$ cat src/rtl/bus_fabric_if.sv
// rtl/bus_fabric_if.sv - master-side and peripheral-side signal bundle for bus_fabric
//
// Purpose: groups the request/response signals of every bus master and the
// shared select/data signals of every peripheral into one interface.
// Ports (signals):
//   m_request/m_address/m_size/m_write_enable/m_write_data : per-master request
//   m_read_data/m_ready/m_error                             : per-master response
//   s_address/s_size/s_write_data                           : latched access to peripherals
//   s_read_enables/s_write_enables                          : one-hot peripheral selects
//   s_read_datas/s_ready                                    : per-peripheral response
// Modports: fabric (the arbiter/decoder), master (requesters), slave (peripherals).
interface bus_fabric_if #(
  parameter int NUM_MASTERS     = 2,
  parameter int NUM_PERIPHERALS = 4
);
  typedef logic [1:0] mem_size_t;

  logic [NUM_MASTERS-1:0]     m_request;
  logic [31:0]                m_address      [NUM_MASTERS];
  mem_size_t                  m_size         [NUM_MASTERS];
  logic [NUM_MASTERS-1:0]     m_write_enable;
  logic [31:0]                m_write_data   [NUM_MASTERS];
  logic [31:0]                m_read_data    [NUM_MASTERS];
  logic [NUM_MASTERS-1:0]     m_ready;
  logic [NUM_MASTERS-1:0]     m_error;

  logic [31:0]                s_address;
  mem_size_t                  s_size;
  logic [31:0]                s_write_data;
  logic [NUM_PERIPHERALS-1:0] s_read_enables;
  logic [NUM_PERIPHERALS-1:0] s_write_enables;
  logic [31:0]                s_read_datas   [NUM_PERIPHERALS];
  logic [NUM_PERIPHERALS-1:0] s_ready;

  modport fabric (
    input  m_request, m_address, m_size, m_write_enable, m_write_data,
    output m_read_data, m_ready, m_error,
    output s_address, s_size, s_write_data, s_read_enables, s_write_enables,
    input  s_read_datas, s_ready
  );

  modport master (
    output m_request, m_address, m_size, m_write_enable, m_write_data,
    input  m_read_data, m_ready, m_error
  );

  modport slave (
    input  s_address, s_size, s_write_data, s_read_enables, s_write_enables,
    output s_read_datas, s_ready
  );
endinterface

$ cat src/rtl/bus_fabric.sv
// rtl/bus_fabric.sv - registered round-robin arbiter and address decoder for the data bus
//
// Purpose: grants one of NUM_MASTERS requesters at a time (round-robin), decodes
// its address against per-peripheral base/mask pairs, drives a one-hot enable
// to the selected peripheral until it answers with s_ready or the access times
// out, then returns a one-cycle m_ready (with m_error for miss/timeout).
// Ports:
//   clock   : system clock, rising edge
//   n_reset : asynchronous active-low reset
//   bus     : bus_fabric_if.fabric, all master and peripheral signals
module bus_fabric #(
  parameter int          NUM_MASTERS     = 2,
  parameter int          NUM_PERIPHERALS = 4,
  parameter logic [31:0] BASE_ADDRESSES [NUM_PERIPHERALS] =
    '{32'h0000_0000, 32'h0001_0000, 32'h0002_0000, 32'h0003_0000},
  parameter logic [31:0] ADDRESS_MASKS  [NUM_PERIPHERALS] =
    '{32'hFFFF_0000, 32'hFFFF_0000, 32'hFFFF_0000, 32'hFFFF_0000},
  parameter int          TIMEOUT_CYCLES  = 16
) (
  input  logic          clock,
  input  logic          n_reset,
  bus_fabric_if.fabric  bus
);
  localparam int MW = (NUM_MASTERS > 1) ? $clog2(NUM_MASTERS) : 1;
  localparam int PW = (NUM_PERIPHERALS > 1) ? $clog2(NUM_PERIPHERALS) : 1;
  localparam int TW = $clog2(TIMEOUT_CYCLES + 1);

  typedef enum logic [1:0] {IDLE, ACCESS, RESPOND} state_t;

  state_t         state;
  logic [MW-1:0]  rr_ptr;
  logic [MW-1:0]  grant;
  logic [PW-1:0]  sel;
  logic           wr;
  logic [TW-1:0]  timer;

  logic           req_found;
  logic [MW-1:0]  req_idx;
  logic [MW-1:0]  cand;
  logic           dec_hit;
  logic [PW-1:0]  dec_idx;

  // First requester at or after the pointer, wrapping around.
  always_comb begin
    req_found = 1'b0;
    req_idx   = '0;
    cand      = '0;
    for (int i = 0; i < NUM_MASTERS; i++) begin
      cand = MW'((int'(rr_ptr) + i) % NUM_MASTERS);
      if (!req_found && bus.m_request[cand]) begin
        req_found = 1'b1;
        req_idx   = cand;
      end
    end
  end

  // Scanning downwards lets the lowest matching index overwrite the others.
  always_comb begin
    dec_hit = 1'b0;
    dec_idx = '0;
    for (int j = NUM_PERIPHERALS - 1; j >= 0; j--) begin
      if ((bus.m_address[req_idx] & ADDRESS_MASKS[j]) == BASE_ADDRESSES[j]) begin
        dec_hit = 1'b1;
        dec_idx = PW'(j);
      end
    end
  end

  always_ff @(posedge clock or negedge n_reset) begin
    if (!n_reset) begin
      state               <= IDLE;
      rr_ptr              <= '0;
      grant               <= '0;
      sel                 <= '0;
      wr                  <= 1'b0;
      timer               <= '0;
      bus.m_ready         <= '0;
      bus.m_error         <= '0;
      bus.s_address       <= '0;
      bus.s_size          <= '0;
      bus.s_write_data    <= '0;
      bus.s_read_enables  <= '0;
      bus.s_write_enables <= '0;
      for (int i = 0; i < NUM_MASTERS; i++) begin
        bus.m_read_data[i] <= '0;
      end
    end else begin
      // Response strobes are single-cycle by default.
      bus.m_ready <= '0;
      bus.m_error <= '0;
      case (state)
        IDLE: begin
          if (req_found) begin
            grant            <= req_idx;
            sel              <= dec_idx;
            wr               <= bus.m_write_enable[req_idx];
            bus.s_address    <= bus.m_address[req_idx];
            bus.s_size       <= bus.m_size[req_idx];
            bus.s_write_data <= bus.m_write_data[req_idx];
            if (dec_hit) begin
              state <= ACCESS;
              if (bus.m_write_enable[req_idx]) bus.s_write_enables[dec_idx] <= 1'b1;
              else                             bus.s_read_enables[dec_idx]  <= 1'b1;
            end else begin
              // Unmapped: answer straight away without touching any peripheral.
              state                    <= RESPOND;
              bus.m_ready[req_idx]     <= 1'b1;
              bus.m_error[req_idx]     <= 1'b1;
              bus.m_read_data[req_idx] <= '0;
            end
          end
        end
        ACCESS: begin
          timer <= timer + 1'b1;
          // A ready on the final counted cycle still completes successfully.
          if (bus.s_ready[sel]) begin
            state                  <= RESPOND;
            bus.s_read_enables     <= '0;
            bus.s_write_enables    <= '0;
            bus.m_ready[grant]     <= 1'b1;
            bus.m_read_data[grant] <= wr ? 32'h0 : bus.s_read_datas[sel];
          end else if (timer == TW'(TIMEOUT_CYCLES - 1)) begin
            state                  <= RESPOND;
            bus.s_read_enables     <= '0;
            bus.s_write_enables    <= '0;
            bus.m_ready[grant]     <= 1'b1;
            bus.m_error[grant]     <= 1'b1;
            bus.m_read_data[grant] <= '0;
          end
        end
        RESPOND: begin
          rr_ptr <= (grant == MW'(NUM_MASTERS - 1)) ? '0 : grant + 1'b1;
          timer  <= '0;
          state  <= IDLE;
        end
        default: state <= IDLE;
      endcase
    end
  end
endmodule
$ cat src/flat_wrapper.sv
// flat-port wrapper written by rule: the top's interface ports become plain ports
module bus_fabric_flat 
#(
  parameter int          NUM_MASTERS     = 2,
  parameter int          NUM_PERIPHERALS = 4,
  parameter logic [31:0] BASE_ADDRESSES [NUM_PERIPHERALS] =
    '{32'h0000_0000, 32'h0001_0000, 32'h0002_0000, 32'h0003_0000},
  parameter logic [31:0] ADDRESS_MASKS  [NUM_PERIPHERALS] =
    '{32'hFFFF_0000, 32'hFFFF_0000, 32'hFFFF_0000, 32'hFFFF_0000},
  parameter int          TIMEOUT_CYCLES  = 16
)
  (clock, n_reset, bus_m_request, bus_m_address, bus_m_size, bus_m_write_enable, bus_m_write_data, bus_m_read_data, bus_m_ready, bus_m_error, bus_s_address, bus_s_size, bus_s_write_data, bus_s_read_enables, bus_s_write_enables, bus_s_read_datas, bus_s_ready);
  bus_fabric_if #(.NUM_MASTERS(NUM_MASTERS), .NUM_PERIPHERALS(NUM_PERIPHERALS)) bus_i ();
  input  logic clock;
  input  logic n_reset;
  input wire logic [$bits(bus_i.m_request)-1:0] bus_m_request;
  input wire logic [$bits(bus_i.m_address)-1:0] bus_m_address;
  input wire logic [$bits(bus_i.m_size)-1:0] bus_m_size;
  input wire logic [$bits(bus_i.m_write_enable)-1:0] bus_m_write_enable;
  input wire logic [$bits(bus_i.m_write_data)-1:0] bus_m_write_data;
  output wire logic [$bits(bus_i.m_read_data)-1:0] bus_m_read_data;
  output wire logic [$bits(bus_i.m_ready)-1:0] bus_m_ready;
  output wire logic [$bits(bus_i.m_error)-1:0] bus_m_error;
  output wire logic [$bits(bus_i.s_address)-1:0] bus_s_address;
  output wire logic [$bits(bus_i.s_size)-1:0] bus_s_size;
  output wire logic [$bits(bus_i.s_write_data)-1:0] bus_s_write_data;
  output wire logic [$bits(bus_i.s_read_enables)-1:0] bus_s_read_enables;
  output wire logic [$bits(bus_i.s_write_enables)-1:0] bus_s_write_enables;
  input wire logic [$bits(bus_i.s_read_datas)-1:0] bus_s_read_datas;
  input wire logic [$bits(bus_i.s_ready)-1:0] bus_s_ready;
  assign bus_i.m_request = bus_m_request;
  assign bus_i.m_address = {>>{bus_m_address}};
  assign bus_i.m_size = {>>{bus_m_size}};
  assign bus_i.m_write_enable = bus_m_write_enable;
  assign bus_i.m_write_data = {>>{bus_m_write_data}};
  assign bus_m_read_data = {>>{bus_i.m_read_data}};
  assign bus_m_ready = bus_i.m_ready;
  assign bus_m_error = bus_i.m_error;
  assign bus_s_address = bus_i.s_address;
  assign bus_s_size = bus_i.s_size;
  assign bus_s_write_data = bus_i.s_write_data;
  assign bus_s_read_enables = bus_i.s_read_enables;
  assign bus_s_write_enables = bus_i.s_write_enables;
  assign bus_i.s_read_datas = {>>{bus_s_read_datas}};
  assign bus_i.s_ready = bus_s_ready;
  bus_fabric #(.NUM_MASTERS(NUM_MASTERS), .NUM_PERIPHERALS(NUM_PERIPHERALS), .BASE_ADDRESSES(BASE_ADDRESSES), .ADDRESS_MASKS(ADDRESS_MASKS), .TIMEOUT_CYCLES(TIMEOUT_CYCLES)) u_core (.clock(clock), .n_reset(n_reset), .bus(bus_i));
endmodule
$ cat config.mk
export PLATFORM = sky130hd
export DESIGN_NAME = bus_fabric_flat
export DESIGN_NICKNAME = d
export VERILOG_FILES = /design/src/rtl/bus_fabric_if.sv /design/src/rtl/bus_fabric.sv /design/src/flat_wrapper.sv
export SDC_FILE = /design/constraint.sdc
export NUM_CORES = 1
export LEC_CHECK = 0
export CAP_MARGIN = 20
export CORE_AREA = 2 2 160 162
export DETAILED_ROUTE_END_ITERATION = 10
export DIE_AREA = 0 0 162 164
export HOLD_SLACK_MARGIN = 0.12
export PLACE_DENSITY_LB_ADDON = 0.12
export SYNTH_ARGS = -nofsm -noshare
export SYNTH_HDL_FRONTEND = slang
export SYNTH_SLANG_ARGS = --single-unit
$ cat constraint.sdc
create_clock -name clock -period 2.8 [get_ports clock]
set_input_delay 0.56 -clock clock [delete_from_list [all_inputs] [get_ports clock]]
set_output_delay 0.56 -clock clock [all_outputs]
set_load 0.02 [all_outputs]
==> metrics.md <==
| Metric | Value |
|---|---|
| DIE AREA | 0.0266 mm^2 |
| Gpl congestion | slightly above 0.8 |
| ANT cells | 0 |
| Initial antenna violation count | 0 |
| Proportion of layout cells with a drive suffix above 1 | 0.112 |
| Initial core utilization | 0.312 |
| Clk sinks | ~150 |
| Count leader, synth | dfrtp_1 |
| Tightest Pin Transition | around 0.76 ns |
| Final hold slack | about 0.48 ns |
| Mapped Nets | ~980 |
| Commonest cells post-synth | dfrtp_1 (154), nand2_1 (93), o21ai_0 (78), a22oi_1 (52), mux4_2 (32) |
| Worst hold path stage count | 2 |
| Hpwl dp | approximately 22000 um |
| Synth Instances | between 700 and 800 |
| Post-synth EDFFs | 0 |
| Worst EP arrival | slightly below 3 ns |
| Yosys warning total | 0 |
| Ranking of synthesized cells by area | dfrtp_1 (50%), mux4_2 (9.3%), o21ai_0 (5.0%) |
| Vias per cell | 5.06 |
| Post-synthesis register bit count | between 150 and 200 |
| ANT nets after route | 0 |
| DRC | 0 |
| Area share of the largest cell type after synthesis | 0.497 |
| Pin count of the biggest net entering global routing | 66 |
| Filler Cells Inserted | 2320 |
| Seq/Total Area, Yosys | 0.497 |
| Clk buf depth | 2 |
| WS Path Type | reg2reg |
| Nature of the critical path startpoint | register |
| Die X-Extent | approximately 160 um |
| Synthesized cell area | 0.00775 mm^2 |
| TritonRoute pass-1 iters | 5 |
| Total number of vias | 7385 |
| Worst R2R Setup Slack | roughly 0.19 ns |
| R2R depth | 10 |
| Starting DRC count in detailed routing | ~310 |
| Skew final | between 0.01 and 0.015 ns |
| CTS tree | yes |
| Die Y | ~160 um |
| WL/cell | 19.7 um |
| Post-layout minimum cycle time | around 2.6 ns |
| Distinct cells, synth | 54 |
| Area Overhead vs Synth | 69.2% |
| H-tree depth | 4 |
| FF-to-FF End | u_core.bus.m_read_data[39] |
| Ys async rst share | 1.00 |
| Final Max Slew Viols | 0 |
| Critical R2R Launch | u_core.timer[0] |
| Worst skew pair latency | around 0.43 ns |
| Min-delay src | u_core.bus.s_address[0] |
| Port Buffers | 411 |
| Io pins | 412 |
| Prevailing post-synth register cell | dfrtp_1 |
| Pleak | ~5.3 nW |
| Hold Path End | u_core.bus.s_address[0] |
| Data required, critical path | around 3.2 ns |
| Layout Nets | ~1400 |
| Number of CTS-inserted buffers | 17 |
| Core Region | approximately 0.025 mm^2 |
| HP Class | reg2reg |
| RSZ-0062 raised after global routing | false |
| Yosys top cell by area | dfrtp_1 |
| Max_cap viols | 0 |
| First-pass GRT wire length | roughly 44000 um |
| Final Hold Vio Count | 0 |
| Grt total ovfl | 0 |
| Status | finished, final reports clean |
| Worst-path clk slew | roughly 0.070 ns |
| Critical-path maximum fanout | 32 |
| All-Layer GR Usage | 0.213 |
| Vias in the first global route | 7419 |
| Worst ir drop on vdd | 0.442 mV |
| CP Capture Type | register |
| Post CTS Setup Buffer Count | 0 |
| Peak Freq | 384 MHz |
| PwrDens | slightly above 800 mW/mm^2 |
| # rows | 58 |
| Final cycle utilization of the critical path | 0.931 |
| Root buf cell | clkbuf_16 |
| Finished Core Util | 0.529 |
| Total Wirelength | 28700 um |
| Setup violators final | 0 |
| Syn avg cell area | ~11 um^2 |
| Slew HR | 0.494 |
[timing repair]
item,in CTS,in global routing
endpoints found under the setup margin,17,14
hold buffers,1,0
endpoints found under the hold margin,11,0
pin swaps,1,0
resized for setup,0,1
[cells by family after synthesis]
| logic type | after synthesis | synth area share |
|---|---|---|
| muxes | 55 | 0.124 |
| buffers and inverters | 73 | 0.0420 |
| adders and majority gates | 5 | 0.00807 |
| and+or+nand+nor | 162 | 0.102 |
| DFF | 154 | 0.497 |
| AOI/OAI and AO/OA | 253 | 0.227 |
[worst max-delay path: stages (launching register included)]
cell and delay, ns:
dfrtp_1 0.42, ha_1 0.23, and3_1 0.19, ha_1 0.22, or3b_1 0.41, o221a_4 0.28
o21ai_4 0.08, buf_4 0.16, or3_1 0.16, buf_12 0.21, a22o_1 0.17
[layout by cell type (no fill, tap or decap), types with 15 or more instances in the layout]
cell type	n
clkdlybuf4s50_1	410
nand2b_1	17
a211oi_1	21
nand2_1	93
a31oi_1	21
o2bb2ai_1	26
o21ai_0	78
clkbuf_16	17
mux4_2	32
dfrtp_1	152
a22oi_1	52
mux2i_1	19
inv_1	15
buf_4	27
a22o_1	20
[flip-flops by register name, summed over array words and instances, names as in the netlist]
signal / cells
u_core.bus.m_read_data: 64
u_core.bus.s_address: 32
u_core.bus.s_write_data: 32
u_core.timer: 5
u_core.bus.s_read_enables: 4
u_core.bus.s_write_enables: 4
u_core.bus.m_error: 2
u_core.bus.m_ready: 2
u_core.bus.s_size: 2
u_core.sel: 2
u_core.state: 2
u_core.grant: 1
u_core.rr_ptr: 1
u_core.wr: 1
[how the worst max path moves through the flow]
stage | from | slack, ns | end
5_1_grt | u_core.state[0] | 0.07 | u_core.bus.m_read_data[27]
3_5_place_dp | bus_m_request[0] | -0.12 | u_core.bus.m_read_data[59]
2_1_floorplan | u_core.timer[0] | 0.42 | u_core.bus.m_read_data[46]
3_3_place_gp | bus_m_request[0] | -0.04 | u_core.bus.m_read_data[47]
4_1_cts | u_core.timer[0] | 0.02 | u_core.bus.m_read_data[32]
6_report | u_core.timer[0] | 0.19 | u_core.bus.m_read_data[39]
[cell type report]
cell class | count | area, um^2 | share of cell area
well taps | 330 | 413 | 0.0315
flip-flops and latches | 154 | 3860 | 0.294
clock buffers | 18 | 439 | 0.0335
clock inverters | 14 | 176 | 0.0134
multi-input cells | 475 | 3600 | 0.274
inverters | 17 | 63.8 | 0.00486
repair buffers | 452 | 4570 | 0.348
[per-stage QoR]
step / power [mW] / instances / instance area (um^2) / setup slack, ns / setup TNS [ns]
after floorplan: 5.73 / 702 / 7750 / 0.424 / 0
after global placement: 8.32 / 1426 / 12500 / -0.0392 / -0.683
after detailed placement: 8.34 / 1426 / 12500 / -0.120 / -2.07
after CTS: 10.8 / 1459 / 13100 / 0.0170 / 0
after global routing: 11.3 / 1460 / 13100 / 0.0749 / 0
final: 10.7 / 1460 / 13100 / 0.193 / 0
[power by group]
group / leakage (nW) / switching [mW] / internal (mW)
clock network: 0.300 / 1.04 / 1.38
logic: 2.95 / 2.64 / 2.26
registers: 2.00 / 0.417 / 2.92
[routing by layer]
metal,GRT usage,part of all wire,vias to the layer above
li1,-,-,3498
met1,0.267,0.41,3566
met2,0.368,0.50,311
met4,0.0378,0.0069,0
met3,0.0641,0.083,10
met5,0,0,-
Power figures use the tool's default switching activity.
